==> src/rtl/wb_arb_pkg.sv <==
// Shared types and constants for the dual-lane writeback arbiter.
// A single request format serves both lanes, the hold register and the output register.
package wb_arb_pkg;

    localparam int WB_DATA_WIDTH = 32;
    localparam logic [4:0] REG_ZERO = 5'd0;

    typedef enum logic {
        IDLE = 1'b0,
        PEND = 1'b1
    } state_t;

    // 'reg' is a keyword, so the destination field is called dest.
    typedef struct packed {
        logic                     valid;
        logic [4:0]               dest;
        logic [WB_DATA_WIDTH-1:0] data;
    } wb_req_t;

endpackage

==> src/rtl/wb_hold_reg.sv <==
// One-entry write-request register with load/clear and asynchronous reset.
// Clear drops only the valid bit; destination and data keep their last values.
module wb_hold_reg
    import wb_arb_pkg::*;
(
    input  logic                     clock,
    input  logic                     reset,
    input  logic                     load,
    input  logic                     clear,
    input  wb_req_t                  d,
    output logic                     valid,
    output logic [4:0]               dest,
    output logic [WB_DATA_WIDTH-1:0] data
);

    wb_req_t entry_p1;

    always_ff @(posedge clock or posedge reset) begin
        if (reset) begin
            entry_p1 <= '0;
        end else if (load) begin
            entry_p1 <= d;
        end else if (clear) begin
            entry_p1.valid <= 1'b0;
        end
    end

    assign valid = entry_p1.valid;
    assign dest  = entry_p1.dest;
    assign data  = entry_p1.data;

endmodule

==> src/rtl/writeback_arbiter.sv <==
// Merges the two writeback lanes onto the single register-file write port.
// Conflicting pairs emit lane 0 first and park lane 1 for one stall cycle.
module writeback_arbiter
    import wb_arb_pkg::*;
#(
    parameter int DATA_WIDTH = WB_DATA_WIDTH,
    parameter int CNT_WIDTH  = 32
) (
    input  logic                  clock,
    input  logic                  reset,
    input  logic                  valid0,
    input  logic [4:0]            reg0,
    input  logic [DATA_WIDTH-1:0] data0,
    input  logic                  valid1,
    input  logic [4:0]            reg1,
    input  logic [DATA_WIDTH-1:0] data1,
    output logic                  ready,
    output logic                  regWrite_out,
    output logic [4:0]            write_reg_out,
    output logic [DATA_WIDTH-1:0] write_data_out,
    output logic                  pend_valid,
    output logic [4:0]            pend_reg,
    output logic [CNT_WIDTH-1:0]  merge_count,
    output logic [CNT_WIDTH-1:0]  stall_count
);

    state_t  state, next_state;
    logic    eff0, eff1;
    wb_req_t lane0, lane1, hold_entry, out_d;
    logic    out_load, out_clear, hold_load, hold_clear;
    logic    merge_inc, stall_inc;

    logic                     hold_valid;
    logic [4:0]               hold_dest;
    logic [WB_DATA_WIDTH-1:0] hold_data;
    logic                     out_valid;
    logic [4:0]               out_dest;
    logic [WB_DATA_WIDTH-1:0] out_data;

    assign eff0 = valid0 && (reg0 != REG_ZERO);
    assign eff1 = valid1 && (reg1 != REG_ZERO);

    assign lane0      = '{valid: 1'b1, dest: reg0, data: data0};
    assign lane1      = '{valid: 1'b1, dest: reg1, data: data1};
    assign hold_entry = '{valid: 1'b1, dest: hold_dest, data: hold_data};

    always_ff @(posedge clock or posedge reset) begin
        if (reset) begin
            state <= IDLE;
        end else begin
            state <= next_state;
        end
    end

    always_comb begin
        next_state = state;
        out_load   = 1'b0;
        out_clear  = 1'b0;
        out_d      = '0;
        hold_load  = 1'b0;
        hold_clear = 1'b0;
        merge_inc  = 1'b0;
        stall_inc  = 1'b0;
        case (state)
            IDLE: begin
                case ({eff0, eff1})
                    2'b00: out_clear = 1'b1;
                    2'b10: begin
                        out_load = 1'b1;
                        out_d    = lane0;
                    end
                    2'b01: begin
                        out_load = 1'b1;
                        out_d    = lane1;
                    end
                    default: begin
                        out_load = 1'b1;
                        if (reg0 == reg1) begin
                            // Younger write to the same register wins outright.
                            out_d     = lane1;
                            merge_inc = 1'b1;
                        end else begin
                            out_d      = lane0;
                            hold_load  = 1'b1;
                            next_state = PEND;
                        end
                    end
                endcase
            end
            PEND: begin
                // Lane inputs are ignored here; upstream holds them while ready is low.
                out_load   = 1'b1;
                out_d      = hold_entry;
                hold_clear = 1'b1;
                stall_inc  = 1'b1;
                next_state = IDLE;
            end
            default: next_state = IDLE;
        endcase
    end

    wb_hold_reg u_hold (
        .clock (clock),
        .reset (reset),
        .load  (hold_load),
        .clear (hold_clear),
        .d     (lane1),
        .valid (hold_valid),
        .dest  (hold_dest),
        .data  (hold_data)
    );

    wb_hold_reg u_out (
        .clock (clock),
        .reset (reset),
        .load  (out_load),
        .clear (out_clear),
        .d     (out_d),
        .valid (out_valid),
        .dest  (out_dest),
        .data  (out_data)
    );

    always_ff @(posedge clock or posedge reset) begin
        if (reset) begin
            merge_count <= '0;
            stall_count <= '0;
        end else begin
            if (merge_inc) merge_count <= merge_count + CNT_WIDTH'(1);
            if (stall_inc) stall_count <= stall_count + CNT_WIDTH'(1);
        end
    end

    assign ready          = (state == IDLE);
    assign regWrite_out   = out_valid;
    assign write_reg_out  = out_dest;
    assign write_data_out = out_data;
    assign pend_valid     = hold_valid;
    assign pend_reg       = hold_dest;

endmodule
==> config.mk <==
export PLATFORM = sky130hd
export DESIGN_NAME = writeback_arbiter
export DESIGN_NICKNAME = d
export VERILOG_FILES = /design/src/rtl/wb_arb_pkg.sv /design/src/rtl/wb_hold_reg.sv /design/src/rtl/writeback_arbiter.sv
export SDC_FILE = /design/constraint.sdc
export NUM_CORES = 1
export LEC_CHECK = 0
export BUFFER_PORTS_ARGS = -buffer_cell sky130_fd_sc_hd__buf_2
export CORE_ASPECT_RATIO = 2
export CORE_UTILIZATION = 35
export CTS_CLUSTER_SIZE = 8
export DETAILED_ROUTE_END_ITERATION = 12
export RECOVER_POWER = 100
export SYNTH_ARGS = -nofsm -noshare
export SYNTH_HDL_FRONTEND = slang
export SYNTH_HIERARCHICAL = 1
export SYNTH_SLANG_ARGS = --single-unit
==> constraint.sdc <==
create_clock -name clock -period 3.57 [get_ports clock]
set_input_delay 0.357 -clock clock [delete_from_list [all_inputs] [get_ports clock]]
set_output_delay 0.357 -clock clock [all_outputs]
set_load 0.01 [all_outputs]
# Word-level counts from Yosys, hierarchy flattened
# Cells that the tools add are included.
[word_totals]
reg_bits = 141
latch_bits = 0
mem_bits_rw = 0
rom_bits = 0
input_bits = 78
output_inout_bits = 109
elab_cells = 42
memories = 0
[op_classes]
add_sub_neg = 2
n_mul = 0
n_div = 0
n_lt_le_gt_ge = 0
n_eq_ne = 3
shift = 0
mux = 19
bitwise = 1
n_reduce_logical = 8
[ops]
columns = ["cell", "count"]
rows = [
  ["$pmux 38 s3", 1],
  ["$pmux 38 s2", 1],
  ["$add 32x1->32 const B", 2],
  ["$mux 37", 1],
  ["$mux 1", 14],
  ["$reduce_bool 5->1", 2],
  ["$eq 5x5->1", 1],
  ["$pmux 1 s2", 2],
  ["$reduce_bool 2->1", 2],
  ["$reduce_or 3->1", 1],
  ["$eq 2x1->1 const B", 1],
  ["$eq 2x2->1 const B", 1],
  ["$logic_and 1x1->1", 2],
  ["$logic_not 2->1", 1],
  ["$not 1->1", 1],
]

# Depth between registers and ports, before layout
# Gate-level depths: netlist (run 1).
[logic_depth]
word_depth = 7
depth_mapped = 8
mapped_depth_nobuf = 6

# Cells and area by module
# The synthesis (run 1) kept the hierarchy.
[by_module_without_submodules]
columns = ["module", "n_inst", "cells_per_inst", "area_per_inst_um2", "seq_area_each_um2"]
rows = [
  ["writeback_arbiter", 1, 412, 3819.9, 1626.6],
  ["wb_hold_reg", 2, 82, 1455.1, 950.9],
]

# Worst setup path after synthesis (run 1)
# No wires, ideal clock.
[synth_timing]
kind = "input -> register"
startpoint = "input port reg0[1]"
endpoint = "register u_out.entry_p1, in the netlist u_out/data[13]"
setup_time_ns = 0.125
arrival_time_ns = 2.126
t_required_ns = 3.445
path_slack_ns = 1.319
cell_stages = 6
n_path_buf = 2
cell_sequence = "or4_4 o21a_1 or3_1 buf_6 buf_8 mux2_4"
[synth_via]
elab_chain_cells = 5
word_cells_on_any_way = 11
classes_between = "eq/ne (3); mux (5); reduce/logical (3)"
[synth_lines]
columns = ["item", "line", "text"]
rows = [
  ["from (decl)", "writeback_arbiter.sv:12", "input logic [4:0] reg0,"],
  ["$reduce_bool 5->1", "writeback_arbiter.sv:40", "assign eff0 = valid0 && (reg0 != REG_ZERO);"],
  ["$logic_and 1x1->1", "writeback_arbiter.sv:40", ""],
  ["$logic_not 2->1", "writeback_arbiter.sv:66", "case ({eff0, eff1})"],
  ["$mux 1", "writeback_arbiter.sv:66", ""],
  ["$pmux 1 s2", "writeback_arbiter.sv:64", "case (state)"],
  ["named net out_load", "writeback_arbiter.sv:30", "logic out_load, out_clear, hold_load, hold_clear;"],
  ["to (decl)", "wb_hold_reg.sv:16", "wb_req_t entry_p1;"],
]
# The timed path passes the listed nets, and every way through them passes these cells.
# A chain may end at the register's enable or synchronous reset.

==> out/qor.txt, run 1 <==
slew at the pin closest to its max-slew limit = 2387 ps
Worst Setup End Kind = flop
Num CTS Buffers = 17
grt total ovfl = 0
Post-CTS Setup Inserts = 0
latest clock arrival within the worst-skew pair = 420 ps
Seq/Total Area, Yosys = 52.43%
status = complete, but fails checks
end of the critical path = u_out/data[1]$_DFFE_PP0P_
final number of setup-violating endpoints = 0
GPL Wtd Cong = 0.8061
Core Footprint = 0.01883 sq mm
Synth Instances = 576
worst r2r src = state$_DFF_PP0_
initial antenna violation count = 1
I/O pin cnt = 187
#FFs+latches synth = 141
drt wl/cell = 17.26 um
PwrDens = 524.8 mW/mm^2
Setup crit start = state$_DFF_PP0_
largest net degree at the start of global routing = 41
DRT iter0 DRCs = 127
fin crit period = 2841 ps
Post-Syn Area = 0.006730 sq mm
hpwl dp = 12.68 mm
Slew Limit Fails = 78
commonest non-fill, non-tap cell in the layout = dfrtp_1
Leak = 0.003719 uW
min-delay src = data1[14]
final hold violation count = 0
Area Overhead vs Synth = 22.92%
maximum vdd drop = 0.2844 mV
design area = 0.008273 sq mm
vias = 5154
DP Area = 0.007908 sq mm
syn avg cell area = 11.68 sq um
All-Layer GR Usage = 18.73%
clock tree root buffer cell = clkbuf_16
clk buf depth = 2
Worst path slowest cell = dfrtp_1
Pre-Repair DR Iteration Count = 4
failing checks = capacitance limit, slew limit
I/O Buffers = 186
Via density = 4.975
Fin Setup TNS = 0 ps
RSZ-0062 raised after global routing = no
Max-Cap Viols = 2
CTS Sinks = 141
Reg2Reg Setup Slack = 730 ps
Critical Path Max Stage Delay = 940 ps
FF-to-FF End = u_out/data[1]$_DFFE_PP0P_
most frequent cells in the layout = 141 x dfrtp_1, 115 x clkbuf_1, 76 x buf_2
min-delay worst type = primary input to flop
die area = 0.01982 sq mm
crit start category = flop
kind of critical path = flop to flop
FP Rows = 71
post-synth net total = 656
slew margin rel. = -59.11%
FMAX = 0.3520 GHz
Clock Skew = 8.801 ps
FF-to-FF path depth = 5
worst-path maximum fanout = 30
final antenna-violating net count = 0
Clk pin slew, worst setup/hold paths = 60 ps
# hold bufs at CTS = 0
critical path arrival = 3130 ps
worst path required time = 3860 ps
TritonCTS clock tree = yes
Cell Chain, Critical Path = buf_4, or2_0, buf_4, o21ai_0, mux2_2
footprint of the multi-input gates = 0.002942 sq mm
Fillers = 1907
# nets final = 847
Clock H-tree levels = 4
Worst path most repeated cell = buf_4
crit share post-route = 79.57%
Netlist cell types = 45
Syn. warnings = 6
Die Height = 198.1 um
layout cells sized above 1 = 24.62%
# resized after CTS = 0
Die Width = 100.1 um
routed wire length = 17.89 mm
Remaining DRCs = 0
Sequential Area = 0.003528 sq mm
first-pass GRT wire length = 28.17 mm
vias in the first global route = 5421
starting density of the core = 35.74%
final hold slack = 171.7 ps
-- metal layers --
layer | vias up | global-route usage, % | wire, um
li1 | 2413 | - | -
met1 | 2563 | 19.65 | 6784
met2 | 141 | 34.99 | 9821
met3 | 37 | 2.930 | 554
met4 | 0 | 10.20 | 725
met5 | - | 0 | 0
-- worst max-delay path: cells and delay by family (launching register included) --
family                 cells  cell delay, ps
buffers and inverters      2             890
DFF                        1             940
AOI/OAI and AO/OA          1             170
muxes                      1             280
and+or+nand+nor            1             430
-- cell families (layout without fill, tap and decap cells) --
kind of cell | count (synthesis) | in the layout | share of synthesized area (%)
DFF | 141 | 141 | 52.43
adders and majority gates | 2 | 2 | 0.3718
xor gates and xnor gates | 67 | 67 | 8.831
other | 1 | 2 | 0.05572
AOI/OAI and AO/OA | 83 | 83 | 8.236
and+or+nand+nor | 169 | 169 | 13.24
muxes | 75 | 75 | 13.44
buffers and inverters | 38 | 242 | 3.402
-- Yosys cell counts (all sizes together) --
master / n / area share [%]
nand3: 18 / 1.3
and3b: 1 / 0.13
or3: 3 / 0.28
dfrtp: 141 / 52
nor3: 13 / 1.1
ha: 2 / 0.37
and2: 2 / 0.19
nor3b: 2 / 0.22
a311oi: 1 / 0.39
or4: 1 / 0.17
nand2: 65 / 3.6
clkbuf: 6 / 0.33
nor2b: 3 / 0.28
a32oi: 1 / 0.13
nor2: 21 / 1.2
o21a: 1 / 0.11
a22o: 2 / 0.26
xnor2: 35 / 4.7
a21boi: 1 / 0.11
a21oi: 4 / 0.30
mux2: 75 / 13
and3: 5 / 0.46
nand4: 19 / 2.0
nor4: 8 / 1.4
nand2b: 2 / 0.19
xor2: 32 / 4.2
a22oi: 36 / 4.0
buf: 19 / 2.3
or2: 1 / 0.093
conb: 1 / 0.056
and4: 5 / 0.65
o21ai: 37 / 2.9
inv: 13 / 0.73
-- flip-flops by register name (all words and copies together) (netlist names) --
register	flops
merge_count	32
stall_count	32
state	1
u_hold/data	32
u_hold/dest	5
u_hold/valid	1
u_out/data	32
u_out/dest	5
u_out/valid	1
-- metrics by stage --
stage	cells	power, uW	util [%]	worst slack (ps)
2_1_floorplan	576	2396	-	1319
3_3_place_gp	1003	2693	41.99	784.2
3_5_place_dp	1003	2707	41.99	732.9
4_1_cts	1035	4455	45.04	1093
5_1_grt	1036	4531	43.93	547.5
6_report	1036	4341	43.93	729.4
-- how the worst min path moves through the flow --
stage | to | slack (ps) | depth (start not counted)
2_1_floorplan | u_hold/data[0]$_DFFE_PP0P_ | 480 | 1
4_1_cts | stall_count[2]$_DFFE_PP0P_ | 110 | 2
3_3_place_gp | merge_count[31]$_DFFE_PP0P_ | 460 | 1
3_5_place_dp | merge_count[31]$_DFFE_PP0P_ | 460 | 1
6_report | u_hold/data[14]$_DFFE_PP0P_ | 170 | 2
5_1_grt | u_hold/data[14]$_DFFE_PP0P_ | 180 | 2
-- report_power, final --
group	leakage, uW	switching (uW)	internal [uW]
Clock	0.000272	696	1030
Sequential	0.00180	156	1800
Combinational	0.00164	358	306
Total	0.00372	1210	3130
-- area by class of cell --
cell class / count / share of cell area, %
sequential: 141 / 42.65
multi-input combinational: 397 / 35.56
timing repair buffer: 197 / 10.38
clock buffer: 18 / 5.188
tap: 255 / 3.857
clock inverter: 14 / 1.754
inverter: 13 / 0.5898
antenna: 1 / 0.03025
No activity file was read; power rests on OpenSTA's default activity.
==> run 2, diff against run 1 <==
- clock period: 3.57 -> 2.4 ns (I/O delays scaled with it)
==> out/qor.txt, run 2 (same netlist as run 1, synthesis figures left out) <==
status = finished clean
slew at the pin closest to its max-slew limit = 1136 ps
vias in the first global route = 5327
GPL Wtd Cong = 0.7888
commonest non-fill, non-tap cell in the layout = dfrtp_1
Core Footprint = 0.01883 sq mm
All-Layer GR Usage = 18.86%
vias = 5251
I/O pin cnt = 187
final antenna-violating net count = 0
most frequent cells in the layout = 140 x dfrtp_1, 118 x clkbuf_1, 75 x buf_2
fin crit period = 2177 ps
Remaining DRCs = 0
final instance count without filler cells = 1044
Max-Cap Viols = 0
Clock H-tree levels = 4
Pre-Repair DR Iteration Count = 4
Die Width = 100.1 um
clk buf depth = 2
# nets final = 856
worst path required time = 2690 ps
Clk pin slew, worst setup/hold paths = 60 ps
die area = 0.01982 sq mm
footprint of the multi-input gates = 0.002893 sq mm
PwrDens = 779.2 mW/mm^2
crit share post-route = 90.72%
Placed Cells incl. Taps = 1011
Fillers = 1940
final hold violation count = 0
layout cells sized above 1 = 23.73%
kind of critical path = primary input to flop
starting density of the core = 35.74%
TritonCTS clock tree = yes
RSZ-0062 raised after global routing = no
Worst Setup End Kind = flop
maximum vdd drop = 0.3249 mV
Via density = 5.030
Num CTS Buffers = 17
initial antenna violation count = 1
Fin Setup TNS = 0 ps
critical path arrival = 2470 ps
routed wire length = 17.97 mm
hpwl dp = 12.69 mm
latest clock arrival within the worst-skew pair = 430 ps
CTS Sinks = 141
Area Overhead vs Synth = 23.35%
drt wl/cell = 17.21 um
FP Rows = 71
largest net degree at the start of global routing = 41
worst-path maximum fanout = 40
Die Height = 198.1 um
clock tree root buffer cell = clkbuf_16
I/O Buffers = 186
slew margin rel. = 24.27%
Slew Limit Fails = 0
DRT iter0 DRCs = 136
Leak = 0.003704 uW
# resized after CTS = 0
Clock Skew = 12.63 ps
min-delay worst type = primary input to flop
grt total ovfl = 0
final number of setup-violating endpoints = 0
crit start category = primary input
Sequential Area = 0.003530 sq mm
Tot Pwr = 6469 uW
first-pass GRT wire length = 28.30 mm
FMAX = 0.4593 GHz
==> run 2: path summary, 6_finish.rpt <==
check	cells past startpoint	slack (ps)	end	start
max	6	220	u_out/data[15]$_DFFE_PP0P_	reg0[1]
min	2	70	u_hold/data[18]$_DFFE_PP0P_	data1[18]
max reg2reg	6	270	u_hold/data[26]$_DFFE_PP0P_	state$_DFF_PP0_
min reg2reg	1	470	stall_count[31]$_DFFE_PP0P_	stall_count[31]$_DFFE_PP0P_
max in group asynchronous	4	550	u_out/data[23]$_DFFE_PP0P_	reset
min in group asynchronous	3	290	u_hold/dest[2]$_DFFE_PP0P_	reset
==> run 2: worst max-delay path, cell delays in order <==
cell      delay, ps
clkbuf_1        110
or4_1           600
o21a_1          210
or3_2           440
clkbuf_4        430
mux2_1          440
==> run 2: per-layer routing <==
layer	routed length, um	track usage, %	vias to the layer above
met1	6999	20.97	2640
met5	0	0	-
met2	9723	34.02	150
li1	-	-	2432
met4	605	9.554	0
met3	639	3.283	29
==> run 2: layout make-up <==
type	instances	area share (%)
clock inverters	14	1.778
multi-input cells	397	34.85
well taps	255	3.843
inverters	13	0.5878
repair buffers	206	11.27
clock buffers	17	5.124
flip-flops and latches	141	42.52
diodes	1	0.03014
==> run 2: what timing repair did <==
item,CTS,global route
hold buffers,1,0
setup buffers,0,0
endpoints found under the hold margin,38,0
==> run 2: power by group <==
group,internal [uW],switching (uW)
clock network,1520,1050
logic,450,547
registers,2670,223
==> run 2: per-stage QoR <==
stage,hold WS (ps),instance area (sq um),worst slack [ps],utilization (%)
after floorplan,388.1,6730,265.8,-
after CTS,43.84,8588,246.6,45.60
after global routing,55.57,8302,135.3,44.08
after detailed placement,213.6,8005,134.2,42.51
after global placement,210.9,8005,150.2,42.51
final,68.29,8302,222.7,44.08
